### config.mk
export PLATFORM = sky130hd
export DESIGN_NAME = serial_cmd_rx_flat
export DESIGN_NICKNAME = d
export VERILOG_FILES = /design/src/rtl/serial_cmd_rx_if.sv /design/src/rtl/serial_cmd_rx.sv /design/src/flat_wrapper.sv
export SDC_FILE = /design/constraint.sdc
export NUM_CORES = 1
export LEC_CHECK = 0
export BUFFER_PORTS_ARGS = -buffer_cell sky130_fd_sc_hd__buf_2
export CAP_MARGIN = 20
export CORE_MARGIN = 2
export CORE_UTILIZATION = 62
export CTS_CLUSTER_DIAMETER = 30
export CTS_CLUSTER_SIZE = 28
export DETAILED_ROUTE_END_ITERATION = 12
export PLACE_DENSITY = 0.9
export SYNTH_ARGS = -nofsm -noshare
export SYNTH_HDL_FRONTEND = slang
export SYNTH_SLANG_ARGS = --single-unit
### constraint.sdc
create_clock -name clk_i -period 4.75 [get_ports clk_i]
set_input_delay 0.95 -clock clk_i [delete_from_list [all_inputs] [get_ports clk_i]]
set_output_delay 0.95 -clock clk_i [all_outputs]
set_load 0.02 [all_outputs]
### src/rtl/serial_cmd_rx_if.sv
// rtl/serial_cmd_rx_if.sv - Wishbone master/slave signal bundle for serial_cmd_rx
//
// Purpose: groups the single-beat Wishbone handshake between the serial
// command receiver (master) and the slave mux (slave).
// Signals:
//   stb_o  master strobe
//   we_o   write enable (1 = write, 0 = read)
//   adr_o  address, [7:4] channel, [3:0] register
//   dat_o  write data
//   dat_i  read data returned by the slave
//   ack_i  slave acknowledge
interface serial_cmd_rx_if;
  logic       stb_o;
  logic       we_o;
  logic [7:0] adr_o;
  logic [7:0] dat_o;
  logic [7:0] dat_i;
  logic       ack_i;

  modport master (
    output stb_o, we_o, adr_o, dat_o,
    input  dat_i, ack_i
  );

  modport slave (
    input  stb_o, we_o, adr_o, dat_o,
    output dat_i, ack_i
  );
endinterface

### src/rtl/serial_cmd_rx.sv
// rtl/serial_cmd_rx.sv - 8N1 serial command receiver driving a Wishbone master cycle
//
// Purpose: receives opcode/address/data bytes on rxd and turns each complete
// command into one Wishbone bus cycle. 0x57 = write (opcode, addr, data),
// 0x52 = read (opcode, addr).
// Parameters:
//   BIT_CYCLES   clk_i cycles per serial bit (4..255)
//   ACK_TIMEOUT  cycles stb_o may wait for ack_i before the cycle is abandoned
// Ports:
//   clk_i     system clock, rising edge
//   rst_i     synchronous active-low reset
//   rxd       asynchronous serial input, idle high, LSB first
//   wb        Wishbone master side (stb_o, we_o, adr_o, dat_o, dat_i, ack_i)
//   rd_dat_o  data of the last completed read
//   rd_vld_o  one-cycle pulse when rd_dat_o updates
//   err_o     one-cycle pulse on framing error, bad opcode, dropped byte, ack timeout
//   busy_o    high while a command is being assembled or executed
module serial_cmd_rx #(
  parameter int BIT_CYCLES  = 16,
  parameter int ACK_TIMEOUT = 255
) (
  input  logic                   clk_i,
  input  logic                   rst_i,
  input  logic                   rxd,
  serial_cmd_rx_if.master        wb,
  output logic [7:0]             rd_dat_o,
  output logic                   rd_vld_o,
  output logic                   err_o,
  output logic                   busy_o
);

  localparam logic [7:0] HALF_M1 = 8'(BIT_CYCLES / 2 - 1);
  localparam logic [7:0] FULL_M1 = 8'(BIT_CYCLES - 1);
  localparam logic [7:0] TMO_M1  = 8'(ACK_TIMEOUT - 1);
  localparam logic [7:0] OP_WR   = 8'h57;
  localparam logic [7:0] OP_RD   = 8'h52;

  typedef enum logic [1:0] {R_IDLE, R_START, R_DATA, R_STOP} r_state_t;
  typedef enum logic [1:0] {P_IDLE, P_ADDR, P_DATA, P_BUS}  p_state_t;

  r_state_t   r_state;
  p_state_t   p_state;

  logic       rxd_meta, rxd_sync, rxd_prev;
  logic [7:0] r_cnt;
  logic [2:0] bit_idx;
  logic [7:0] shift;
  logic       stop_seen;
  logic       byte_stb;
  logic [7:0] byte_dat;
  logic       frame_err;

  logic       is_wr;
  logic [7:0] tmo_cnt;

  // Receiver. The synchronizer and edge history reset low so that a line
  // already held low out of reset never looks like a start edge; a real
  // high level has to be seen first.
  always_ff @(posedge clk_i) begin
    if (!rst_i) begin
      rxd_meta  <= 1'b0;
      rxd_sync  <= 1'b0;
      rxd_prev  <= 1'b0;
      r_state   <= R_IDLE;
      r_cnt     <= 8'd0;
      bit_idx   <= 3'd0;
      shift     <= 8'd0;
      stop_seen <= 1'b0;
      byte_stb  <= 1'b0;
      byte_dat  <= 8'd0;
      frame_err <= 1'b0;
    end else begin
      rxd_meta  <= rxd;
      rxd_sync  <= rxd_meta;
      rxd_prev  <= rxd_sync;
      byte_stb  <= 1'b0;
      frame_err <= 1'b0;
      case (r_state)
        R_IDLE: begin
          if (rxd_prev && !rxd_sync) begin
            r_state <= R_START;
            r_cnt   <= 8'd0;
          end
        end
        R_START: begin
          if (r_cnt == HALF_M1) begin
            r_cnt   <= 8'd0;
            bit_idx <= 3'd0;
            // a start bit that is already high again was a glitch
            r_state <= rxd_sync ? R_IDLE : R_DATA;
          end else begin
            r_cnt <= r_cnt + 8'd1;
          end
        end
        R_DATA: begin
          if (r_cnt == FULL_M1) begin
            r_cnt <= 8'd0;
            shift <= {rxd_sync, shift[7:1]};
            if (bit_idx == 3'd7) r_state <= R_STOP;
            else                 bit_idx <= bit_idx + 3'd1;
          end else begin
            r_cnt <= r_cnt + 8'd1;
          end
        end
        R_STOP: begin
          if (!stop_seen) begin
            if (r_cnt == FULL_M1) begin
              r_cnt     <= 8'd0;
              stop_seen <= 1'b1;
              if (rxd_sync) begin
                byte_stb <= 1'b1;
                byte_dat <= shift;
              end else begin
                frame_err <= 1'b1;
              end
            end else begin
              r_cnt <= r_cnt + 8'd1;
            end
          end else if (rxd_sync) begin
            // a broken stop bit may hold the line low; rearm only once it idles
            stop_seen <= 1'b0;
            r_state   <= R_IDLE;
          end
        end
        default: r_state <= R_IDLE;
      endcase
    end
  end

  // Command parser and bus master.
  always_ff @(posedge clk_i) begin
    if (!rst_i) begin
      p_state  <= P_IDLE;
      is_wr    <= 1'b0;
      tmo_cnt  <= 8'd0;
      wb.stb_o <= 1'b0;
      wb.we_o  <= 1'b0;
      wb.adr_o <= 8'd0;
      wb.dat_o <= 8'd0;
      rd_dat_o <= 8'd0;
      rd_vld_o <= 1'b0;
      err_o    <= 1'b0;
    end else begin
      rd_vld_o <= 1'b0;
      err_o    <= frame_err;
      case (p_state)
        P_IDLE: begin
          if (byte_stb) begin
            if (byte_dat == OP_WR) begin
              is_wr   <= 1'b1;
              p_state <= P_ADDR;
            end else if (byte_dat == OP_RD) begin
              is_wr   <= 1'b0;
              p_state <= P_ADDR;
            end else begin
              err_o <= 1'b1;
            end
          end
        end
        P_ADDR: begin
          if (frame_err) begin
            p_state <= P_IDLE;
          end else if (byte_stb) begin
            wb.adr_o <= byte_dat;
            if (is_wr) begin
              p_state <= P_DATA;
            end else begin
              p_state  <= P_BUS;
              wb.stb_o <= 1'b1;
              wb.we_o  <= 1'b0;
              tmo_cnt  <= 8'd0;
            end
          end
        end
        P_DATA: begin
          if (frame_err) begin
            p_state <= P_IDLE;
          end else if (byte_stb) begin
            wb.dat_o <= byte_dat;
            p_state  <= P_BUS;
            wb.stb_o <= 1'b1;
            wb.we_o  <= 1'b1;
            tmo_cnt  <= 8'd0;
          end
        end
        P_BUS: begin
          // Bytes or framing errors arriving now only flag err_o; the
          // handshake already on the bus is left to finish on its own.
          if (byte_stb) err_o <= 1'b1;
          if (wb.ack_i) begin
            wb.stb_o <= 1'b0;
            wb.we_o  <= 1'b0;
            p_state  <= P_IDLE;
            if (!is_wr) begin
              rd_dat_o <= wb.dat_i;
              rd_vld_o <= 1'b1;
            end
          end else if (tmo_cnt == TMO_M1) begin
            wb.stb_o <= 1'b0;
            wb.we_o  <= 1'b0;
            err_o    <= 1'b1;
            p_state  <= P_IDLE;
          end else begin
            tmo_cnt <= tmo_cnt + 8'd1;
          end
        end
        default: p_state <= P_IDLE;
      endcase
    end
  end

  assign busy_o = (p_state != P_IDLE);

endmodule

### src/flat_wrapper.sv
// flat-port wrapper written by rule: the top's interface ports become plain ports
module serial_cmd_rx_flat 
#(
  parameter int BIT_CYCLES  = 16,
  parameter int ACK_TIMEOUT = 255
)
  (clk_i, rst_i, rxd, rd_dat_o, rd_vld_o, err_o, busy_o, wb_stb_o, wb_we_o, wb_adr_o, wb_dat_o, wb_dat_i, wb_ack_i);
  serial_cmd_rx_if wb_i ();
  input  logic clk_i;
  input  logic rst_i;
  input  logic rxd;
  output logic [7:0] rd_dat_o;
  output logic rd_vld_o;
  output logic err_o;
  output logic busy_o;
  output wire logic [$bits(wb_i.stb_o)-1:0] wb_stb_o;
  output wire logic [$bits(wb_i.we_o)-1:0] wb_we_o;
  output wire logic [$bits(wb_i.adr_o)-1:0] wb_adr_o;
  output wire logic [$bits(wb_i.dat_o)-1:0] wb_dat_o;
  input wire logic [$bits(wb_i.dat_i)-1:0] wb_dat_i;
  input wire logic [$bits(wb_i.ack_i)-1:0] wb_ack_i;
  assign wb_stb_o = wb_i.stb_o;
  assign wb_we_o = wb_i.we_o;
  assign wb_adr_o = wb_i.adr_o;
  assign wb_dat_o = wb_i.dat_o;
  assign wb_i.dat_i = wb_dat_i;
  assign wb_i.ack_i = wb_ack_i;
  serial_cmd_rx #(.BIT_CYCLES(BIT_CYCLES), .ACK_TIMEOUT(ACK_TIMEOUT)) u_core (.clk_i(clk_i), .rst_i(rst_i), .rxd(rxd), .wb(wb_i), .rd_dat_o(rd_dat_o), .rd_vld_o(rd_vld_o), .err_o(err_o), .busy_o(busy_o));
endmodule
==> results_dict.tcl <==
set metrics [dict create \
    drive_above_1_share_pct 16.7 \
    synth_compound_area_share_pct 13.0 \
    io_pins 41 \
    hp-class "flop to flop" \
    die_x_um 76.7 \
    synth_top_family_by_area "simple AND/OR/NAND/NOR gates" \
    swShare_pct 23.6 \
    slew_headroom_pct 42.5 \
    timing.hold.ws_ns 0.448 \
    cts.repair.resized 0 \
    vias 2732 \
    wl_um 6530 \
    power.total_w 0.00118 \
    yosysMostFrequentCell "dfxtp_1" \
    ir_drop_mv 0.224 \
    synth.area.top_cells "dfxtp_1 45%, nand2_1 7.2%, mux2i_1 6.4%" \
    p_int_w 0.000901 \
    die_y_um 76.7 \
    clock_sinks 74 \
    cp.required_ns 5.05 \
    r2r_end "u_core.tmo_cnt[7]" \
    gr-total-overflow 0 \
    slew_violations 0 \
    antenna_left 0 \
    syn_avg_cell_area_um2 8.65 \
    power_switching_w 0.000279 \
    worst_r2r_path_depth 7 \
    clock_latency_ns 0.36 \
    numCtsBuffers 9 \
    clk_path_buf_depth 2 \
    nFillCells 384 \
    clkPwrFrac_pct 43.1 \
    synthAdderAreaFrac_pct 3.82 \
    path_max_fanout 11 \
    gp_congestion 0.866 \
    pwr_density_cell_nw_per_um2 319 \
    synthSimpleGateAreaFrac_pct 24.7 \
    fin_skew_ns 0.0100 \
    crit_type "flop to flop" \
    power.share.combinational_pct 3.6 \
    synth_top_area_share_pct 45.2 \
    grt_max_degree 35 \
    core_um2 5110 \
    area_delta_synth_final_pct 12.8 \
    fmax_mhz 391 \
    first_iter_violations 210 \
    tns_ns 0 \
    pwr-share-seq_pct 53.4 \
    synthMuxAreaShare_pct 6.75 \
    htreeDepth 3 \
    synthesis.nets 401 \
    synth-async-reset-ratio_pct 0 \
    synth_ff_type "dfxtp_1" \
    wire_per_inst_um 13.4 \
    grt_pass1_vias 2516 \
    ys_ff_latch 74 \
    worst_pin_slew_ns 0.863 \
    rsz0062_at_grt "no" \
    rows 26 \
    start_util_pct 64.2 \
    hpwl_um 4570 \
    num-nets-final 435 \
    min_period_ns 2.56 \
    netlist_top_cells_count "74 x dfxtp_1, 63 x nand2_1, 42 x nor2_1" \
    drc_errors 0 \
    clkTransAtPathRegs_ns 0.08 \
    yosysSeqAreaShare_pct 45.2 \
    antennaDiodeCount 0 \
    grt_pass1_wl_um 11100 \
    hold_violations 0 \
    synth_edf_count 0 \
    r2r_slack_ns 2.19 \
    setup_viol 0 \
    fin_crit_sh_pct 53.8 \
    endpoint_kind "flop" \
    cts_tree "built" \
    io_buffers 40 \
    synth_xor_area_share_pct 2.67 \
    first_pass_iters 5 \
    maxCapViolCount 0 \
    min_to "u_core.rxd_sync" \
    whs_path_depth 1 \
    antenna_found_initial 0 \
    hp-start "u_core.rxd_meta" \
    mappedNetlistArea_um2 3280 \
    cts-root-buf "clkbuf_8" \
    p_leak_nw 1.43 \
    synth-warning-count 0 \
    synth_area_leader_cell "dfxtp_1" \
    grt_usage_pct 23.4 \
    reg2reg_from "u_core.p_state[0]" \
    worst_setup_path_start_kind "flop" \
    via_per_inst 5.60 \
    die_area_um2 5890 \
    outcome "completed" \
    cts_setup_buffers 0 \
    cp_data_arrival_time_ns 2.86 \
    syn_inst 379 \
    ys_types 54 \
    cts_hold_buf 0 \
]
==> worst max-delay path by stage <==
stage | from | endpoint
4_1_cts | u_core.p_state[0] | u_core.tmo_cnt[7]
5_1_grt | u_core.p_state[0] | u_core.tmo_cnt[7]
2_1_floorplan | wb_ack_i | u_core.tmo_cnt[7]
3_3_place_gp | u_core.p_state[1] | u_core.tmo_cnt[7]
6_report | u_core.p_state[0] | u_core.tmo_cnt[7]
3_5_place_dp | u_core.p_state[0] | u_core.tmo_cnt[7]
==> flip-flops by register name, summed over array words and instances, names as in the netlist, 2 cells and up, named ones only <==
name	flops
u_core.r_cnt	8
u_core.wb.dat_o	8
u_core.byte_dat	8
u_core.shift	8
u_core.bit_idx	3
u_core.rd_dat_o	8
u_core.wb.adr_o	8
u_core.p_state	2
u_core.tmo_cnt	8
==> kinds of logic (layout without fill, tap and decap cells) <==
logic type / Yosys count / after routing
buf+inv: 29 / 68
xor+xnor: 10 / 10
simple gates: 168 / 168
mux: 22 / 22
flops: 74 / 74
fa+ha+maj: 10 / 10
compound gates: 66 / 66
==> final cells by class <==
type	instances	area (µm²)	share of cell area [%]
clock buffer	10	138	3.72
clock inverter	6	72.6	1.96
sequential	74	1480	40.0
timing repair buffer	41	208	5.61
multi-input combinational	276	1670	45.2
tap	70	87.6	2.37
inverter	11	41.3	1.12
==> power groups by stage <==
| stage | clock [W] | sequential, W | combinational, W |
|---|---|---|---|
| finish | 0.000508 | 0.000630 | 0.0000421 |
| global route | 0.000541 | 0.000631 | 0.0000475 |
| CTS | 0.000514 | 0.000630 | 0.0000420 |
| detailed placement | 0 | 0.000644 | 0.0000412 |
| global placement | 0 | 0.000644 | 0.0000404 |
| floorplan | 0 | 0.000641 | 0.0000336 |
==> metrics by stage <==
stage	instance area [µm²]	setup WS [ns]	util, %	cells
after floorplan	3280	2.75	-	379
after global placement	3490	2.36	68.3	472
after detailed placement	3490	2.22	68.3	472
after CTS	3700	2.20	72.4	488
after global routing	3700	1.92	72.4	488
final	3700	2.19	72.4	488
==> layout by cell type, fill, tap and decap left out, types with 2 or more instances in the layout <==
cell	count
mux2i_1	21
inv_1	11
a211oi_1	3
a21oi_1	31
a41oi_1	3
a22oi_1	3
buf_2	40
and3_1	3
and2_1	4
nor2_1	42
or2_2	3
nor2b_1	3
nand2_1	63
o21ai_0	8
dfxtp_1	74
or3_1	3
nor4b_1	2
ha_1	10
inv_6	2
nor4_4	2
nor4_1	4
nand4_1	5
o2111ai_1	2
clkinv_4	2
clkbuf_8	10
nand2b_1	2
xor2_1	2
xnor2_1	8
nand3_1	16
nor3_1	9
==> metal layers <==
metal	wire, µm	track usage (%)	vias up	share of wire, %
met3	329	5.88	15	5.0
met4	140	11.6	0	2.1
li1	-	-	1382	-
met1	2920	28.8	1258	45
met5	0	0	-	0
met2	3140	38.1	77	48
==> worst max-delay path: stages, from the launching register on <==
cell and delay [ns]:
dfxtp_1 0.35, inv_1 0.12, ha_1 0.33, nor2_1 0.08
a21oi_1 0.67, o31ai_1 0.34, or4b_1 0.53, nand2_1 0.08
(Power assumes the default switching activity.)
